--- config.mk ---
export PLATFORM = sky130hd
export DESIGN_NAME = ex_stage_pipe_flat
export DESIGN_NICKNAME = d
export VERILOG_FILES = /design/src/rtl/cpu_pkg.sv /design/src/rtl/ex_stage_pipe_if.sv /design/src/rtl/ex_mul_iter.sv /design/src/rtl/ex_stage_pipe.sv /design/src/flat_wrapper.sv
export SDC_FILE = /design/constraint.sdc
export NUM_CORES = 2
export LEC_CHECK = 0
export BUFFER_PORTS_ARGS = -buffer_cell sky130_fd_sc_hd__buf_2
export CORE_MARGIN = 10
export CORE_UTILIZATION = 31
export DETAILED_ROUTE_END_ITERATION = 10
export PLACE_DENSITY = 0.54
export SYNTH_ARGS = -nofsm -noshare
export SYNTH_HDL_FRONTEND = slang
export SYNTH_SLANG_ARGS = --single-unit
--- constraint.sdc ---
create_clock -name clk -period 6.4 [get_ports clk]
set_input_delay 0.32 -clock clk [delete_from_list [all_inputs] [get_ports clk]]
set_output_delay 0.32 -clock clk [all_outputs]
set_load 0.02 [all_outputs]
--- src/rtl/cpu_pkg.sv ---
// rtl/cpu_pkg.sv - shared ALU op codes, forwarding selects and multiplier states
package cpu_pkg;

  localparam logic [5:0] ALU_ADD   = 6'h00;
  localparam logic [5:0] ALU_SUB   = 6'h01;
  localparam logic [5:0] ALU_AND   = 6'h02;
  localparam logic [5:0] ALU_OR    = 6'h03;
  localparam logic [5:0] ALU_XOR   = 6'h04;
  localparam logic [5:0] ALU_NOR   = 6'h05;
  localparam logic [5:0] ALU_SLT   = 6'h06;
  localparam logic [5:0] ALU_SLTU  = 6'h07;
  localparam logic [5:0] ALU_SLL   = 6'h08;
  localparam logic [5:0] ALU_SRL   = 6'h09;
  localparam logic [5:0] ALU_SRA   = 6'h0A;
  localparam logic [5:0] ALU_LUI   = 6'h0B;
  localparam logic [5:0] ALU_MULT  = 6'h0C;
  localparam logic [5:0] ALU_MULTU = 6'h0D;
  localparam logic [5:0] ALU_MFHI  = 6'h0E;
  localparam logic [5:0] ALU_MFLO  = 6'h0F;

  localparam logic [1:0] FWD_REG = 2'd0;
  localparam logic [1:0] FWD_MEM = 2'd1;
  localparam logic [1:0] FWD_WB  = 2'd2;

  localparam logic [1:0] MUL_IDLE = 2'd0;
  localparam logic [1:0] MUL_BUSY = 2'd1;
  localparam logic [1:0] MUL_DONE = 2'd2;

endpackage

--- src/rtl/ex_stage_pipe_if.sv ---
// rtl/ex_stage_pipe_if.sv - ID-side inputs and EX-side outputs of the execute stage
interface ex_stage_pipe_if #(
  parameter int XLEN   = 32,
  parameter int REGW   = 5,
  parameter int ALUC_W = 6
);
  logic              id_valid;
  logic [XLEN-1:0]   id_a, id_b, id_imm, id_pc4;
  logic [ALUC_W-1:0] id_aluc;
  logic              id_aluimm, id_shift, id_wreg, id_m2reg, id_wmem, id_branch;
  logic [REGW-1:0]   id_destR;
  logic [1:0]        id_fwda, id_fwdb;
  logic [XLEN-1:0]   mem_fwd_data, wb_fwd_data;
  logic              flush;

  logic              ex_valid;
  logic              ex_wreg, ex_m2reg, ex_wmem, ex_branch;
  logic [XLEN-1:0]   ex_aluR, ex_inB, ex_pc;
  logic              ex_zero;
  logic [REGW-1:0]   ex_destR;
  logic              ex_stall;

  modport slave (
    input  id_valid, id_a, id_b, id_imm, id_pc4, id_aluc,
           id_aluimm, id_shift, id_wreg, id_m2reg, id_wmem, id_branch,
           id_destR, id_fwda, id_fwdb, mem_fwd_data, wb_fwd_data, flush,
    output ex_valid, ex_wreg, ex_m2reg, ex_wmem, ex_branch,
           ex_aluR, ex_inB, ex_pc, ex_zero, ex_destR, ex_stall
  );

  modport master (
    output id_valid, id_a, id_b, id_imm, id_pc4, id_aluc,
           id_aluimm, id_shift, id_wreg, id_m2reg, id_wmem, id_branch,
           id_destR, id_fwda, id_fwdb, mem_fwd_data, wb_fwd_data, flush,
    input  ex_valid, ex_wreg, ex_m2reg, ex_wmem, ex_branch,
           ex_aluR, ex_inB, ex_pc, ex_zero, ex_destR, ex_stall
  );
endinterface

--- src/rtl/ex_mul_iter.sv ---
// rtl/ex_mul_iter.sv - iterative shift-add multiplier, MUL_BITS_PER_CYC multiplier bits per cycle
module ex_mul_iter #(
  parameter int XLEN             = 32,
  parameter int MUL_BITS_PER_CYC = 1
) (
  input  logic              clk,
  input  logic              clrn,
  input  logic              start,
  input  logic              signed_op,
  input  logic [XLEN-1:0]   a,
  input  logic [XLEN-1:0]   b,
  output logic              busy,
  output logic              done,
  output logic [2*XLEN-1:0] product
);
  import cpu_pkg::*;

  localparam int MUL_LAT = XLEN / MUL_BITS_PER_CYC;
  localparam int CW      = $clog2(MUL_LAT) + 1;

  logic [1:0]        r_state;
  logic [CW-1:0]     r_cnt;
  logic [2*XLEN-1:0] r_acc, r_mcand;
  logic [XLEN-1:0]   r_mplier;
  logic              r_neg;
  logic [XLEN-1:0]   w_ma, w_mb;
  logic [2*XLEN-1:0] w_part;

  // Signed multiply works on magnitudes; the sign is reapplied on the product.
  assign w_ma = (signed_op && a[XLEN-1]) ? (~a + 1'b1) : a;
  assign w_mb = (signed_op && b[XLEN-1]) ? (~b + 1'b1) : b;

  always_comb begin
    w_part = '0;
    for (int j = 0; j < MUL_BITS_PER_CYC; j++)
      if (r_mplier[j]) w_part = w_part + (r_mcand << j);
  end

  always_ff @(posedge clk or negedge clrn) begin
    if (!clrn) begin
      r_state  <= MUL_IDLE;
      r_cnt    <= '0;
      r_acc    <= '0;
      r_mcand  <= '0;
      r_mplier <= '0;
      r_neg    <= 1'b0;
    end else begin
      case (r_state)
        MUL_IDLE: if (start) begin
          r_mcand  <= {{XLEN{1'b0}}, w_ma};
          r_mplier <= w_mb;
          r_neg    <= signed_op & (a[XLEN-1] ^ b[XLEN-1]);
          r_acc    <= '0;
          r_cnt    <= CW'(MUL_LAT);
          r_state  <= MUL_BUSY;
        end
        MUL_BUSY: begin
          r_acc    <= r_acc + w_part;
          r_mcand  <= r_mcand << MUL_BITS_PER_CYC;
          r_mplier <= r_mplier >> MUL_BITS_PER_CYC;
          if (r_cnt == CW'(1)) r_state <= MUL_DONE;
          else                 r_cnt   <= r_cnt - 1'b1;
        end
        MUL_DONE: r_state <= MUL_IDLE;
        default:  r_state <= MUL_IDLE;
      endcase
    end
  end

  assign busy    = (r_state == MUL_BUSY);
  assign done    = (r_state == MUL_DONE);
  assign product = r_neg ? (~r_acc + 1'b1) : r_acc;
endmodule

--- src/rtl/ex_stage_pipe.sv ---
// rtl/ex_stage_pipe.sv - pipelined execute stage: ID/EX register, forwarding, ALU, branch target, HI/LO multiply
module ex_stage_pipe #(
  parameter int XLEN             = 32,
  parameter int REGW             = 5,
  parameter int MUL_BITS_PER_CYC = 1,
  parameter int ALUC_W           = 6
) (
  input logic            clk,
  input logic            clrn,
  ex_stage_pipe_if.slave bus
);
  import cpu_pkg::*;

  localparam int SHW = $clog2(XLEN);

  logic              r_valid;
  logic [XLEN-1:0]   r_a, r_b, r_imm, r_pc4;
  logic [ALUC_W-1:0] r_aluc;
  logic              r_aluimm, r_shift, r_wreg, r_m2reg, r_wmem, r_branch;
  logic [REGW-1:0]   r_destR;
  logic [1:0]        r_fwda, r_fwdb;
  logic [XLEN-1:0]   r_hi, r_lo;

  logic [XLEN-1:0]   w_fwd_a, w_fwd_b, w_alu_a, w_alu_b, w_alu;
  logic [SHW-1:0]    w_sh;
  logic              w_is_mul, w_mul_start, w_busy, w_done, w_stall;
  logic [2*XLEN-1:0] w_product;

  always_comb begin
    case (r_fwda)
      FWD_MEM: w_fwd_a = bus.mem_fwd_data;
      FWD_WB:  w_fwd_a = bus.wb_fwd_data;
      default: w_fwd_a = r_a;
    endcase
    case (r_fwdb)
      FWD_MEM: w_fwd_b = bus.mem_fwd_data;
      FWD_WB:  w_fwd_b = bus.wb_fwd_data;
      default: w_fwd_b = r_b;
    endcase
  end

  assign w_alu_a = r_shift  ? {{(XLEN-5){1'b0}}, r_imm[10:6]} : w_fwd_a;
  assign w_alu_b = r_aluimm ? r_imm : w_fwd_b;
  assign w_sh    = w_alu_a[SHW-1:0];

  always_comb begin
    case (r_aluc)
      ALU_ADD:  w_alu = w_alu_a + w_alu_b;
      ALU_SUB:  w_alu = w_alu_a - w_alu_b;
      ALU_AND:  w_alu = w_alu_a & w_alu_b;
      ALU_OR:   w_alu = w_alu_a | w_alu_b;
      ALU_XOR:  w_alu = w_alu_a ^ w_alu_b;
      ALU_NOR:  w_alu = ~(w_alu_a | w_alu_b);
      ALU_SLT:  w_alu = {{(XLEN-1){1'b0}}, ($signed(w_alu_a) < $signed(w_alu_b))};
      ALU_SLTU: w_alu = {{(XLEN-1){1'b0}}, (w_alu_a < w_alu_b)};
      ALU_SLL:  w_alu = w_alu_b << w_sh;
      ALU_SRL:  w_alu = w_alu_b >> w_sh;
      ALU_SRA:  w_alu = $unsigned($signed(w_alu_b) >>> w_sh);
      ALU_LUI:  w_alu = r_imm << (XLEN/2);
      ALU_MFHI: w_alu = r_hi;
      ALU_MFLO: w_alu = r_lo;
      default:  w_alu = '0;
    endcase
  end

  // The multiply starts from IDLE only; in DONE the MULT is still in EX and must not restart.
  assign w_is_mul    = (r_aluc == ALU_MULT) || (r_aluc == ALU_MULTU);
  assign w_mul_start = r_valid && w_is_mul && !bus.flush && !w_busy && !w_done;
  assign w_stall     = w_mul_start || w_busy;

  ex_mul_iter #(.XLEN(XLEN), .MUL_BITS_PER_CYC(MUL_BITS_PER_CYC)) u_mul (
    .clk       (clk),
    .clrn      (clrn),
    .start     (w_mul_start),
    .signed_op (r_aluc == ALU_MULT),
    .a         (w_fwd_a),
    .b         (w_fwd_b),
    .busy      (w_busy),
    .done      (w_done),
    .product   (w_product)
  );

  always_ff @(posedge clk or negedge clrn) begin
    if (!clrn) begin
      r_valid <= 1'b0;  r_a <= '0;  r_b <= '0;  r_imm <= '0;  r_pc4 <= '0;
      r_aluc <= '0;  r_aluimm <= 1'b0;  r_shift <= 1'b0;  r_wreg <= 1'b0;
      r_m2reg <= 1'b0;  r_wmem <= 1'b0;  r_branch <= 1'b0;  r_destR <= '0;
      r_fwda <= FWD_REG;  r_fwdb <= FWD_REG;
    end else if (bus.flush && !w_busy) begin
      r_valid <= 1'b0;  r_aluc <= '0;  r_aluimm <= 1'b0;  r_shift <= 1'b0;
      r_wreg <= 1'b0;  r_m2reg <= 1'b0;  r_wmem <= 1'b0;  r_branch <= 1'b0;
      r_fwda <= FWD_REG;  r_fwdb <= FWD_REG;
    end else if (!w_stall) begin
      r_valid <= bus.id_valid;  r_a <= bus.id_a;  r_b <= bus.id_b;
      r_imm <= bus.id_imm;  r_pc4 <= bus.id_pc4;  r_aluc <= bus.id_aluc;
      r_aluimm <= bus.id_aluimm;  r_shift <= bus.id_shift;  r_wreg <= bus.id_wreg;
      r_m2reg <= bus.id_m2reg;  r_wmem <= bus.id_wmem;  r_branch <= bus.id_branch;
      r_destR <= bus.id_destR;  r_fwda <= bus.id_fwda;  r_fwdb <= bus.id_fwdb;
    end
  end

  always_ff @(posedge clk or negedge clrn) begin
    if (!clrn) begin
      r_hi <= '0;
      r_lo <= '0;
    end else if (w_done) begin
      {r_hi, r_lo} <= w_product;
    end
  end

  assign bus.ex_valid  = r_valid;
  assign bus.ex_wreg   = r_valid & r_wreg & ~w_is_mul;
  assign bus.ex_m2reg  = r_valid & r_m2reg;
  assign bus.ex_wmem   = r_valid & r_wmem;
  assign bus.ex_branch = r_valid & r_branch;
  assign bus.ex_aluR   = w_alu;
  assign bus.ex_inB    = w_fwd_b;
  assign bus.ex_pc     = r_pc4 + (r_imm << 2);
  assign bus.ex_zero   = r_valid & (w_fwd_a == w_fwd_b);
  assign bus.ex_destR  = r_destR;
  assign bus.ex_stall  = w_stall;
endmodule

--- src/flat_wrapper.sv ---
// flat-port wrapper written by rule: the top's interface ports become plain ports
module ex_stage_pipe_flat import cpu_pkg::*;
#(
  parameter int XLEN             = 32,
  parameter int REGW             = 5,
  parameter int MUL_BITS_PER_CYC = 1,
  parameter int ALUC_W           = 6
)
  (clk, clrn, bus_id_valid, bus_id_a, bus_id_b, bus_id_imm, bus_id_pc4, bus_id_aluc, bus_id_aluimm, bus_id_shift, bus_id_wreg, bus_id_m2reg, bus_id_wmem, bus_id_branch, bus_id_destR, bus_id_fwda, bus_id_fwdb, bus_mem_fwd_data, bus_wb_fwd_data, bus_flush, bus_ex_valid, bus_ex_wreg, bus_ex_m2reg, bus_ex_wmem, bus_ex_branch, bus_ex_aluR, bus_ex_inB, bus_ex_pc, bus_ex_zero, bus_ex_destR, bus_ex_stall);
  ex_stage_pipe_if #(.XLEN(XLEN), .REGW(REGW), .ALUC_W(ALUC_W)) bus_i ();
  input logic clk;
  input logic clrn;
  input wire logic [$bits(bus_i.id_valid)-1:0] bus_id_valid;
  input wire logic [$bits(bus_i.id_a)-1:0] bus_id_a;
  input wire logic [$bits(bus_i.id_b)-1:0] bus_id_b;
  input wire logic [$bits(bus_i.id_imm)-1:0] bus_id_imm;
  input wire logic [$bits(bus_i.id_pc4)-1:0] bus_id_pc4;
  input wire logic [$bits(bus_i.id_aluc)-1:0] bus_id_aluc;
  input wire logic [$bits(bus_i.id_aluimm)-1:0] bus_id_aluimm;
  input wire logic [$bits(bus_i.id_shift)-1:0] bus_id_shift;
  input wire logic [$bits(bus_i.id_wreg)-1:0] bus_id_wreg;
  input wire logic [$bits(bus_i.id_m2reg)-1:0] bus_id_m2reg;
  input wire logic [$bits(bus_i.id_wmem)-1:0] bus_id_wmem;
  input wire logic [$bits(bus_i.id_branch)-1:0] bus_id_branch;
  input wire logic [$bits(bus_i.id_destR)-1:0] bus_id_destR;
  input wire logic [$bits(bus_i.id_fwda)-1:0] bus_id_fwda;
  input wire logic [$bits(bus_i.id_fwdb)-1:0] bus_id_fwdb;
  input wire logic [$bits(bus_i.mem_fwd_data)-1:0] bus_mem_fwd_data;
  input wire logic [$bits(bus_i.wb_fwd_data)-1:0] bus_wb_fwd_data;
  input wire logic [$bits(bus_i.flush)-1:0] bus_flush;
  output wire logic [$bits(bus_i.ex_valid)-1:0] bus_ex_valid;
  output wire logic [$bits(bus_i.ex_wreg)-1:0] bus_ex_wreg;
  output wire logic [$bits(bus_i.ex_m2reg)-1:0] bus_ex_m2reg;
  output wire logic [$bits(bus_i.ex_wmem)-1:0] bus_ex_wmem;
  output wire logic [$bits(bus_i.ex_branch)-1:0] bus_ex_branch;
  output wire logic [$bits(bus_i.ex_aluR)-1:0] bus_ex_aluR;
  output wire logic [$bits(bus_i.ex_inB)-1:0] bus_ex_inB;
  output wire logic [$bits(bus_i.ex_pc)-1:0] bus_ex_pc;
  output wire logic [$bits(bus_i.ex_zero)-1:0] bus_ex_zero;
  output wire logic [$bits(bus_i.ex_destR)-1:0] bus_ex_destR;
  output wire logic [$bits(bus_i.ex_stall)-1:0] bus_ex_stall;
  assign bus_i.id_valid = bus_id_valid;
  assign bus_i.id_a = bus_id_a;
  assign bus_i.id_b = bus_id_b;
  assign bus_i.id_imm = bus_id_imm;
  assign bus_i.id_pc4 = bus_id_pc4;
  assign bus_i.id_aluc = bus_id_aluc;
  assign bus_i.id_aluimm = bus_id_aluimm;
  assign bus_i.id_shift = bus_id_shift;
  assign bus_i.id_wreg = bus_id_wreg;
  assign bus_i.id_m2reg = bus_id_m2reg;
  assign bus_i.id_wmem = bus_id_wmem;
  assign bus_i.id_branch = bus_id_branch;
  assign bus_i.id_destR = bus_id_destR;
  assign bus_i.id_fwda = bus_id_fwda;
  assign bus_i.id_fwdb = bus_id_fwdb;
  assign bus_i.mem_fwd_data = bus_mem_fwd_data;
  assign bus_i.wb_fwd_data = bus_wb_fwd_data;
  assign bus_i.flush = bus_flush;
  assign bus_ex_valid = bus_i.ex_valid;
  assign bus_ex_wreg = bus_i.ex_wreg;
  assign bus_ex_m2reg = bus_i.ex_m2reg;
  assign bus_ex_wmem = bus_i.ex_wmem;
  assign bus_ex_branch = bus_i.ex_branch;
  assign bus_ex_aluR = bus_i.ex_aluR;
  assign bus_ex_inB = bus_i.ex_inB;
  assign bus_ex_pc = bus_i.ex_pc;
  assign bus_ex_zero = bus_i.ex_zero;
  assign bus_ex_destR = bus_i.ex_destR;
  assign bus_ex_stall = bus_i.ex_stall;
  ex_stage_pipe #(.XLEN(XLEN), .REGW(REGW), .MUL_BITS_PER_CYC(MUL_BITS_PER_CYC), .ALUC_W(ALUC_W)) u_core (.clk(clk), .clrn(clrn), .bus(bus_i));
endmodule
==> results_dict.tcl <==
set metrics [dict create \
    synth.most_common_cell "nand2_1" \
    synth_commonest_cells "nand2_1 (530), o21ai_0 (464), dfrtp_1 (383), a21oi_1 (356), nor2_1 (320)" \
    ir_drop_v 0.000330 \
    synth_top_area_cell "dfrtp_1" \
    ys_seq_elements 383 \
    synthMuxAreaShare 0.0677 \
    fin_skew_ps 14.4 \
    required_ps 6080 \
    rsz0062_at_grt "no" \
    drc 0 \
    startpoint_type "flop" \
    clock_latency_ps 620 \
    avgSynthCellArea_sq_um 7.83 \
    cts_htree_levels 2 \
    synth_top_area_share 0.284 \
    synth_area_sq_um 33700 \
    wire_per_inst_microns 26.2 \
    critical_path_class "reg -> out" \
    synth_edf_count 0 \
    syn-num-nets 4730 \
    gp_congestion 1.06 \
    routed_wl_microns 161000 \
    placed_cells 5881 \
    num_rows 120 \
    worstMarginPinSlew_ps 1260 \
    period_needed_ps 6210 \
    fin_cells 6131 \
    place_ws_ps 441 \
    seq_area_frac_synth 0.284 \
    holdWs_ps 16.7 \
    cts_buffers 48 \
    utilization 0.376 \
    ys_warn_count 0 \
    gr-total-overflow 0 \
    cts_max_path_buffers 3 \
    area_growth_pct 19.8 \
    layout.nets 5097 \
    grt_pass1_wl_microns 234000 \
    drive_gt1_frac 0.164 \
    start_util 0.314 \
    cts_num_sinks 383 \
    synthDistinctLibCells 84 \
    setup_ws_ps 195 \
    synth_top_family_by_area "compound AO/OA/AOI/OAI gates" \
    grt_pass1_vias 33900 \
    slew-limit-headroom 0.154 \
    num_vias 35600 \
    post-route-period-util 0.970 \
    core_sq_um 108000 \
    drv_slew 0 \
    grt_util_all_layers 0.252 \
    power_density_nw_per_um2 669 \
    rr_worst_depth 14 \
    cts_tree "yes" \
    vias_per_cell 5.80 \
    grt_max_degree 159 \
    synthAdderAreaFrac 0.0773 \
    io_buffers 324 \
    cp_data_arrival_time_ps 5890 \
    die_h_microns 350 \
    root_buffer "clkbuf_16" \
    die_w_microns 350 \
    synth-main-ff-cell "dfrtp_1" \
    boundaryPins 325 \
    fp.dieArea_sq_um 122000 \
    synth_compound_area_frac 0.267 \
    drt_iter0_markers 4285 \
    dp_hpwl_microns 126000 \
    cp-end-kind "output port" \
    cp_max_fo 18 \
    leakagePower_nw 17.5 \
    setup_tns_ps 0 \
    ant_nets 0 \
    hold_viol_final 0 \
    worstHoldPathCells 3 \
    syn_inst 4307 \
    synth-async-reset-ratio 1.00 \
    status "complete, no violations" \
    grt_antenna_before_repair 33 \
    finalSetupViolations 0 \
    synth_area_leaders "dfrtp_1 (28%), ha_1 (7.5%), o21ai_0 (6.9%), nand2_1 (5.9%), a21oi_1 (5.3%)" \
    firstDrtPassIters 9 \
    hold_path.class "in -> reg" \
    timing.fmax_mhz 161 \
    yosys.area_share.simple 0.191 \
    fillers 11200 \
    clkTransAtPathRegs_ps 70 \
    cap_violations 0 \
    synth_xor_area_frac 0.0610 \
]
==> area by class of cell <==
type,count,area [sq um],share of cell area
multi-input cells,3464,22600,0.560
clock buffers,61,1320,0.0327
diodes,21,52.6,0.00130
clock inverters,22,297,0.00734
repair buffers,593,4080,0.101
inverters,184,691,0.0171
well taps,1403,1760,0.0435
flip-flops and latches,383,9590,0.237
==> worst max-delay path: stages (launching register included) <==
cell,delay [ps]
dfrtp_1,420
inv_1,80
ha_2,380
buf_4,300
a22oi_1,130
o21ai_0,640
nand2_1,390
ha_1,560
inv_1,170
nor3_1,430
o211ai_1,150
o311ai_0,140
a41oi_1,180
o21a_1,340
o41ai_1,290
nand4_1,160
mux2i_1,170
o21ai_1,110
buf_2,200
==> cell families after synthesis <==
family	Yosys count
compound gates	1432
fa+ha+maj	206
flops	383
simple gates	1380
xor+xnor	235
mux	211
buf+inv	460
==> layout by cell type (no fill, tap or decap), types with 29 or more instances in the layout <==
master / netlist / layout
xor2_1: 109 / 109
mux2i_1: 73 / 72
a221o_1: 29 / 29
clkbuf_16: 0 / 48
nand4_1: 40 / 40
or2_2: 45 / 44
o22ai_1: 30 / 30
a21oi_1: 356 / 354
o31ai_1: 66 / 61
nor3_1: 60 / 56
mux2_2: 138 / 138
o21ai_0: 464 / 462
and3_1: 30 / 30
ha_1: 202 / 199
buf_4: 2 / 119
nor2_1: 320 / 314
xnor2_1: 126 / 126
o211ai_1: 36 / 36
dfrtp_1: 383 / 381
nand3_1: 89 / 89
o21bai_1: 35 / 35
a21o_1: 55 / 55
and2_1: 80 / 80
a221oi_1: 69 / 68
a31oi_1: 42 / 41
dlygate4sd3_1: 0 / 144
buf_2: 7 / 323
nand2_1: 530 / 529
a211oi_1: 32 / 32
nand2b_1: 48 / 46
nor2b_1: 58 / 57
inv_1: 183 / 180
==> what timing repair did <==
| action | 4_1_cts | 5_1_grt |
|---|---|---|
| hold endpoints to repair | 225 | 0 |
| pin swaps | 0 | 1 |
| buffers inserted | 0 | 2 |
| endpoints found under the setup margin | 5 | 8 |
| hold buffers | 144 | 0 |
| gates resized for setup | 6 | 13 |
==> power by group <==
| group | total [mW] | switching, mW | internal (mW) |
|---|---|---|---|
| clock | 2.87 | 1.20 | 1.67 |
| combinational | 19.6 | 13.0 | 6.51 |
| sequential | 4.60 | 1.26 | 3.34 |
| total | 27.0 | 15.5 | 11.5 |
==> registers in the layout, indices dropped and copies added (netlist names), 2 cells and up <==
signal,cells
u_core.r_b,32
u_core.u_mul.r_mcand,64
u_core.u_mul.r_state,2
u_core.u_mul.r_acc,64
u_core.r_aluc,6
u_core.r_hi,32
u_core.r_a,32
u_core.bus.ex_destR,5
u_core.u_mul.r_cnt,6
u_core.u_mul.r_mplier,32
u_core.r_fwdb,2
u_core.r_imm,32
u_core.r_pc4,32
u_core.r_fwda,2
u_core.r_lo,32
==> layer usage <==
layer,up-vias,GRT usage,wire (microns),share of wire
li1,16300,-,-,-
met1,17300,0.341,69300,0.43
met2,1640,0.377,68000,0.42
met3,358,0.0525,14500,0.090
met4,12,0.124,8890,0.055
met5,-,0,82,0.00051
==> metrics by stage <==
stage | power (mW) | instance area, sq um
floorplan | 16.2 | 33700
global placement | 23.5 | 37200
detailed placement | 23.4 | 37200
CTS | 26.5 | 40300
global route | 28.6 | 40400
finish | 27.0 | 40400
==> worst paths after layout <==
| check | from | endpoint | slack [ps] |
|---|---|---|---|
| max | u_core.r_fwda[1] | bus_ex_aluR[31] | 190 |
| min | bus_id_shift | u_core.r_shift | 20 |
| max reg2reg | u_core.u_mul.r_mplier[0] | u_core.u_mul.r_acc[57] | 1460 |
| min reg2reg | u_core.r_m2reg | u_core.r_m2reg | 480 |
| max in group asynchronous | clrn | u_core.r_hi[23] | 4620 |
| min in group asynchronous | clrn | u_core.u_mul.r_mplier[30] | 330 |
Note: power is estimated with default switching activity, not from simulation.
